--- config.mk ---
export PLATFORM = sky130hd
export DESIGN_NAME = uart_tx_mmio
export DESIGN_NICKNAME = d
export VERILOG_FILES = /design/src/rtl/uart_tx_mmio.sv
export SDC_FILE = /design/constraint.sdc
export NUM_CORES = 1
export LEC_CHECK = 0
export CAP_MARGIN = 10
export CELL_PAD_IN_SITES_DETAIL_PLACEMENT = 0
export CELL_PAD_IN_SITES_GLOBAL_PLACEMENT = 2
export CORE_MARGIN = 5
export CORE_UTILIZATION = 28
export CTS_CLUSTER_SIZE = 14
export DETAILED_ROUTE_END_ITERATION = 12
export PLACE_DENSITY = 0.79
export SLEW_MARGIN = 40
export SYNTH_ARGS = -nofsm -noshare
export SYNTH_HDL_FRONTEND = slang
export SYNTH_SLANG_ARGS = --single-unit
export TNS_END_PERCENT = 10
--- constraint.sdc ---
create_clock -name clk -period 2.5 [get_ports clk]
set_clock_uncertainty 0.15 [all_clocks]
set_input_delay 0.5 -clock clk [delete_from_list [all_inputs] [get_ports clk]]
set_output_delay 0.5 -clock clk [all_outputs]
set_load 0.03 [all_outputs]
--- src/rtl/uart_tx_mmio.sv ---
// Memory-mapped 8N1 UART transmitter with a small TX FIFO and a pollable STATUS register.
// Define UART_PARITY_EN to insert an even-parity bit between the data bits and the stop bit.
module uart_tx_mmio #(
    parameter logic [31:0] BASE_ADDR    = 32'h1001_0400,
    parameter int          CLKS_PER_BIT = 434,
    parameter int          FIFO_DEPTH   = 4
) (
    input  logic        clk,
    input  logic        reset,
    input  logic [31:0] Address,
    input  logic [31:0] WriteData,
    input  logic        MemWrite,
    input  logic        MemRead,
    output logic [31:0] ReadData,
    output logic        Tx,
    output logic        Busy
);

    localparam int CW = (CLKS_PER_BIT > 1) ? $clog2(CLKS_PER_BIT) : 1;
    localparam int PW = (FIFO_DEPTH > 1) ? $clog2(FIFO_DEPTH) : 1;
    localparam logic [CW-1:0] BAUD_LAST = CW'(CLKS_PER_BIT - 1);
    localparam logic [PW:0]   DEPTH     = (PW + 1)'(FIFO_DEPTH);

`ifdef UART_PARITY_EN
    typedef enum logic [2:0] {IDLE = 3'd0, START = 3'd1, DATA = 3'd2, STOP = 3'd3, PARITY = 3'd4} state_t;

    function automatic logic even_parity(input logic [7:0] d);
        return ^d;
    endfunction
`else
    typedef enum logic [1:0] {IDLE = 2'd0, START = 2'd1, DATA = 2'd2, STOP = 2'd3} state_t;
`endif

    state_t        state_r;
    logic          tx_r;
    logic [CW-1:0] baud_r;
    logic [2:0]    bit_idx_r;
    logic [7:0]    shift_r;
    logic [7:0]    mem_r [FIFO_DEPTH];
    logic [PW-1:0] wr_ptr_r;
    logic [PW-1:0] rd_ptr_r;
    logic [PW:0]   count_r;
    logic          overflow_r;

    logic       sel_data_s;
    logic       sel_stat_s;
    logic       full_s;
    logic       empty_s;
    logic       fsm_busy_s;
    logic       push_req_s;
    logic       push_s;
    logic       pop_s;
    logic       baud_end_s;
    logic [3:0] count4_s;
    logic [7:0] head_s;
    logic [31:0] read_data_s;
    logic       unused_s;

    assign sel_data_s = (Address[31:2] == BASE_ADDR[31:2]);
    assign sel_stat_s = (Address[31:2] == (BASE_ADDR[31:2] + 30'd1));
    assign full_s     = (count_r == DEPTH);
    assign empty_s    = (count_r == '0);
    assign fsm_busy_s = (state_r != IDLE);
    assign push_req_s = MemWrite && sel_data_s;
    assign push_s     = push_req_s && !full_s;
    assign baud_end_s = (baud_r == BAUD_LAST);
    assign count4_s   = 4'(count_r);
    assign head_s     = mem_r[rd_ptr_r];
    assign unused_s   = ^{Address[1:0], WriteData[31:8]};

    assign Tx       = tx_r;
    assign Busy     = fsm_busy_s | ~empty_s;
    assign ReadData = read_data_s;

    // Pop request: IDLE takes a byte as soon as one is queued; STOP chains the next byte without a gap.
    always_comb begin
        pop_s = 1'b0;
        case (state_r)
            IDLE:    pop_s = !empty_s;
            STOP:    pop_s = baud_end_s && !empty_s;
            default: pop_s = 1'b0;
        endcase
    end

    // Status read mux; TXDATA and unselected addresses read as zero.
    always_comb begin
        read_data_s = 32'd0;
        if (MemRead && sel_stat_s) begin
            read_data_s = {24'd0, count4_s, overflow_r, fsm_busy_s, empty_s, full_s};
        end else begin
            read_data_s = 32'd0;
        end
    end

    // FIFO storage.
    always_ff @(posedge clk or negedge reset) begin
        if (!reset) begin
            for (int i = 0; i < FIFO_DEPTH; i++) begin
                mem_r[i] <= 8'd0;
            end
        end else if (push_s) begin
            mem_r[wr_ptr_r] <= WriteData[7:0];
        end
    end

    // FIFO pointers and occupancy; pointers wrap naturally since the depth is a power of two.
    always_ff @(posedge clk or negedge reset) begin
        if (!reset) begin
            wr_ptr_r <= '0;
            rd_ptr_r <= '0;
            count_r  <= '0;
        end else begin
            if (push_s) wr_ptr_r <= wr_ptr_r + PW'(1);
            if (pop_s)  rd_ptr_r <= rd_ptr_r + PW'(1);
            case ({push_s, pop_s})
                2'b10:   count_r <= count_r + (PW + 1)'(1);
                2'b01:   count_r <= count_r - (PW + 1)'(1);
                default: count_r <= count_r;
            endcase
        end
    end

    // Sticky overflow: a store to a full FIFO is dropped even if a pop happens on the same edge.
    always_ff @(posedge clk or negedge reset) begin
        if (!reset) begin
            overflow_r <= 1'b0;
        end else if (push_req_s && full_s) begin
            overflow_r <= 1'b1;
        end else if (MemWrite && sel_stat_s && WriteData[3]) begin
            overflow_r <= 1'b0;
        end
    end

    // Serialiser FSM; Tx is registered and changes on the same edge as the state.
    always_ff @(posedge clk or negedge reset) begin
        if (!reset) begin
            state_r   <= IDLE;
            tx_r      <= 1'b1;
            baud_r    <= '0;
            bit_idx_r <= 3'd0;
            shift_r   <= 8'd0;
        end else begin
            case (state_r)
                IDLE: begin
                    baud_r    <= '0;
                    bit_idx_r <= 3'd0;
                    if (pop_s) begin
                        shift_r <= head_s;
                        state_r <= START;
                        tx_r    <= 1'b0;
                    end else begin
                        tx_r <= 1'b1;
                    end
                end
                START: begin
                    if (baud_end_s) begin
                        baud_r    <= '0;
                        bit_idx_r <= 3'd0;
                        tx_r      <= shift_r[0];
                        state_r   <= DATA;
                    end else begin
                        baud_r <= baud_r + CW'(1);
                    end
                end
                DATA: begin
                    if (baud_end_s) begin
                        baud_r <= '0;
                        if (bit_idx_r == 3'd7) begin
`ifdef UART_PARITY_EN
                            state_r <= PARITY;
                            tx_r    <= even_parity(shift_r);
`else
                            state_r <= STOP;
                            tx_r    <= 1'b1;
`endif
                        end else begin
                            bit_idx_r <= bit_idx_r + 3'd1;
                            tx_r      <= shift_r[bit_idx_r + 3'd1];
                        end
                    end else begin
                        baud_r <= baud_r + CW'(1);
                    end
                end
`ifdef UART_PARITY_EN
                PARITY: begin
                    if (baud_end_s) begin
                        baud_r  <= '0;
                        state_r <= STOP;
                        tx_r    <= 1'b1;
                    end else begin
                        baud_r <= baud_r + CW'(1);
                    end
                end
`endif
                STOP: begin
                    if (baud_end_s) begin
                        baud_r    <= '0;
                        bit_idx_r <= 3'd0;
                        if (pop_s) begin
                            shift_r <= head_s;
                            state_r <= START;
                            tx_r    <= 1'b0;
                        end else begin
                            state_r <= IDLE;
                            tx_r    <= 1'b1;
                        end
                    end else begin
                        baud_r <= baud_r + CW'(1);
                    end
                end
                default: begin
                    state_r <= IDLE;
                    tx_r    <= 1'b1;
                    baud_r  <= '0;
                end
            endcase
        end
    end

endmodule

==> summary.md <==
| Metric | Value |
|---|---|
| Status | `finished clean` |
| ANT cells | `0` |
| Final Max Tran Viols | `0` |
| Top-area cell type share of the netlist area | `0.422` |
| Cell taking the most area after synthesis | `dfrtp_1` |
| XOR/XNOR Fraction of Synth Area | `0.0262` |
| F_max | `408 MHz` |
| Largest cells by area after synthesis | `dfrtp_1, mux2_2, mux4_2, buf_4, ha_1` |
| Share of post-route cells with drive strength above 1 | `0.454` |
| Post-synth EDFFs | `0` |
| Final hold slack | `0.0108 ns` |
| Via Count | `2590` |
| Maximum vdd drop | `0.416 mV` |
| Synthesized instance count | `295` |
| Total gr overflow | `0` |
| Die footprint | `15500 sq um` |
| Core area | `12700 sq um` |
| Sw Share | `0.219` |
| Tmin final | `2.45 ns` |
| Most frequent cells in the layout | `dfrtp_1, buf_4, mux2_2` |
| Sequential area share after synthesis | `0.429` |
| Type of the most critical hold path | `in -> async` |
| Vias in the first global route | `2696` |
| Headroom to the max-slew limit | `0.595` |
| WP data arrival | `1.80 ns` |
| Cell depth of the worst flop-to-flop path | `11` |
| Fin crit share | `0.981` |
| CP most frequent cell | `buf_6` |
| RSZ-0062 raised after global routing | `yes` |
| Sink Count | `63` |
| Sw Pwr | `563 uW` |
| CTS max path bufs | `2` |
| Synth unique cells | `53` |
| Cts bufs inserted | `9` |
| Setup_tns | `0 ns` |
| CP required | `1.85 ns` |
| Total track usage | `0.107` |
| Ys Warns | `0` |
| Synthesized area | `3680 sq um` |
| Residual DRC | `0` |
| Largest net degree at the start of global routing | `64` |
| Setup CP Type | `in -> out` |
| PD cells | `499 nW/um^2` |
| Initial core utilization | `0.289` |
| # setup viols final | `0` |
| Number of synthesized register bits | `63` |
| Initial antenna violation count | `0` |
| Final Hold Viols | `0` |
| CP max stage cell | `nor4b_4` |
| Synth Area in Adders | `0.0531` |
| Setup crit start kind | `input port` |
| Nets | `483` |
| Comb pwr share | `0.085` |
| Overall power | `2.57 mW` |
| Static leakage | `2.42 nW` |
| FILL cells | `1257` |
| Crit-path max FO | `6` |
| Clock power frac | `0.518` |
| Final instance area | `5150 sq um` |
| Clock root cell | `clkbuf_16` |
| First-pass GRT wire length | `13600 um` |
| Top FF cell, synth | `dfrtp_1` |
| Slew @ Worst Pin | `0.608 ns` |
| Latest clock arrival within the worst-skew pair | `0.32 ns` |
| Compound-gate portion of the synthesized area | `0.0477` |
| Mapped Avg Cell Area | `12.5 sq um` |
| IO Pins | `102` |
| H-tree lvl count | `3` |
| Synth Area in Simple Gates | `0.175` |
| Clk slew on worst S/H paths | `0.05 ns` |
| Final ANT Viol Nets | `0` |
| Largest family of logic cells by synthesized area | `multiplexers` |
| Area Overhead vs Synth | `40.0%` |
| Die height | `125 um` |
| CTS tree | `done` |
| Final WL | `8180 um` |
| PortBufs | `50` |
| Largest stage delay on the critical path | `0.23 ns` |
| Worst setup EP type | `output port` |
| HPWL after DPL | `6100 um` |
| Mean routed wirelength per cell | `14.2 um` |
| Ys async rst share | `1.00` |
| Drt first pass iters | `4` |
| End of the worst register-to-register path | `count_r[2]` |
| Reg-to-reg startpoint | `baud_r[1]` |
| Vias/cell | `4.49` |
| Finished Core Util | `0.405` |
| Mux contribution to synthesized area | `0.198` |
| Die width | `125 um` |
| Max-cap violations | `0` |
| Row cnt | `41` |
| Internal power | `2.01 mW` |
| RePlAce Congestion | `0.731` |
| Placed inst area | `4680 sq um` |
| Seq pwr share | `0.398` |
| Initial DRC count | `80` |
| Critical path, cell by cell | `clkdlybuf4s15_2 > nor4b_4 > nand4_1 > buf_6 > nor3_4 > and2_4 > buf_6` |
| Commonest non-fill, non-tap cell in the layout | `dfrtp_1` |
| Setup slack, reg-to-reg | `0.14 ns` |
-- critical path, delay by kind of cell --
family	cells	cell delay, ns
buf+inv	3	0.51
simple gates	4	0.79
-- through the flow --
step | setup slack (ns) | instances
6_report | 0.0463 | 577
5_1_grt | -0.0356 | 577
4_1_cts | -0.00771 | 577
3_5_place_dp | -0.490 | 559
3_3_place_gp | -0.454 | 559
2_1_floorplan | -0.212 | 319
-- worst max-delay path by stage --
stage / startpoint / endpoint / slack [ns] / cells past startpoint
floorplan: Address[14] / ReadData[0] / -0.21 / 3
global placement: Address[14] / ReadData[6] / -0.45 / 7
detailed placement: Address[9] / count_r[2] / -0.49 / 11
CTS: Address[5] / ReadData[6] / -0.008 / 7
global route: Address[9] / ReadData[6] / -0.04 / 7
finish: Address[19] / ReadData[3] / 0.05 / 7
-- state kept, by name, summed over array words and instances, names as in the netlist --
name / count
count_r: 3
rd_ptr_r: 2
mem_r: 32
bit_idx_r: 3
state_r: 2
Tx: 1
overflow_r: 1
baud_r: 9
shift_r: 8
wr_ptr_r: 2
-- kinds of logic (layout without fill, tap and decap cells) --
kind of cell	count (synthesis)	count (layout)
multiplexers	53	53
other	1	25
flip-flops	63	63
AND/OR/NAND/NOR	83	83
XOR/XNOR	11	11
buffers and inverters	44	130
AO/OA/AOI/OAI	25	25
adder cells (fa/ha/maj)	15	15
-- timing repair --
| action | CTS | global route |
|---|---|---|
| setup endpoints to repair | 10 | 10 |
| buffers inserted | 2 | 0 |
| cloned | 0 | 0 |
| resized for setup | 79 | 45 |
| pin swaps | 11 | 13 |
| hold buffers | 0 | 0 |
-- routing by layer --
| metal | track usage | wire (um) | vias to the layer above |
|---|---|---|---|
| li1 | - | - | 1241 |
| met1 | 0.139 | 3680 | 1300 |
| met2 | 0.178 | 4140 | 38 |
| met3 | 0.0193 | 220 | 11 |
| met4 | 0.0368 | 136 | 0 |
| met5 | 0 | 0 | - |
-- cell type report --
class | count | area, sq um | area share
Clock buffer | 10 | 239 | 0.0464
Clock inverter | 6 | 83.8 | 0.0163
Inverter | 12 | 45.0 | 0.00875
Multi-Input combinational cell | 212 | 2080 | 0.404
Sequential cell | 63 | 1580 | 0.307
Tap cell | 172 | 215 | 0.0418
Timing Repair Buffer | 102 | 907 | 0.176
-- power by group through the flow --
stage,sequential [mW],combinational (mW),clock (mW)
after floorplan,1.04,0.102,0
after global placement,1.04,0.218,0
after detailed placement,1.04,0.221,0
after CTS,1.02,0.216,1.37
after global routing,1.02,0.234,1.41
final,1.02,0.217,1.33
-- synth_stat cells, types with 4 or more instances --
cell and count:
mux2_2 34, nand2_1 11, clkbuf_1 5, nor3_1 6
buf_4 25, ha_1 14, mux2_4 8, nor2_1 13
o21ai_0 5, xnor2_1 5, nand3b_1 6, nor3_4 4
dfrtp_1 62, nor4_1 9, inv_1 12, nand3_1 7
xor2_1 6, mux4_2 9
Note: power is estimated with default switching activity, not from simulation.
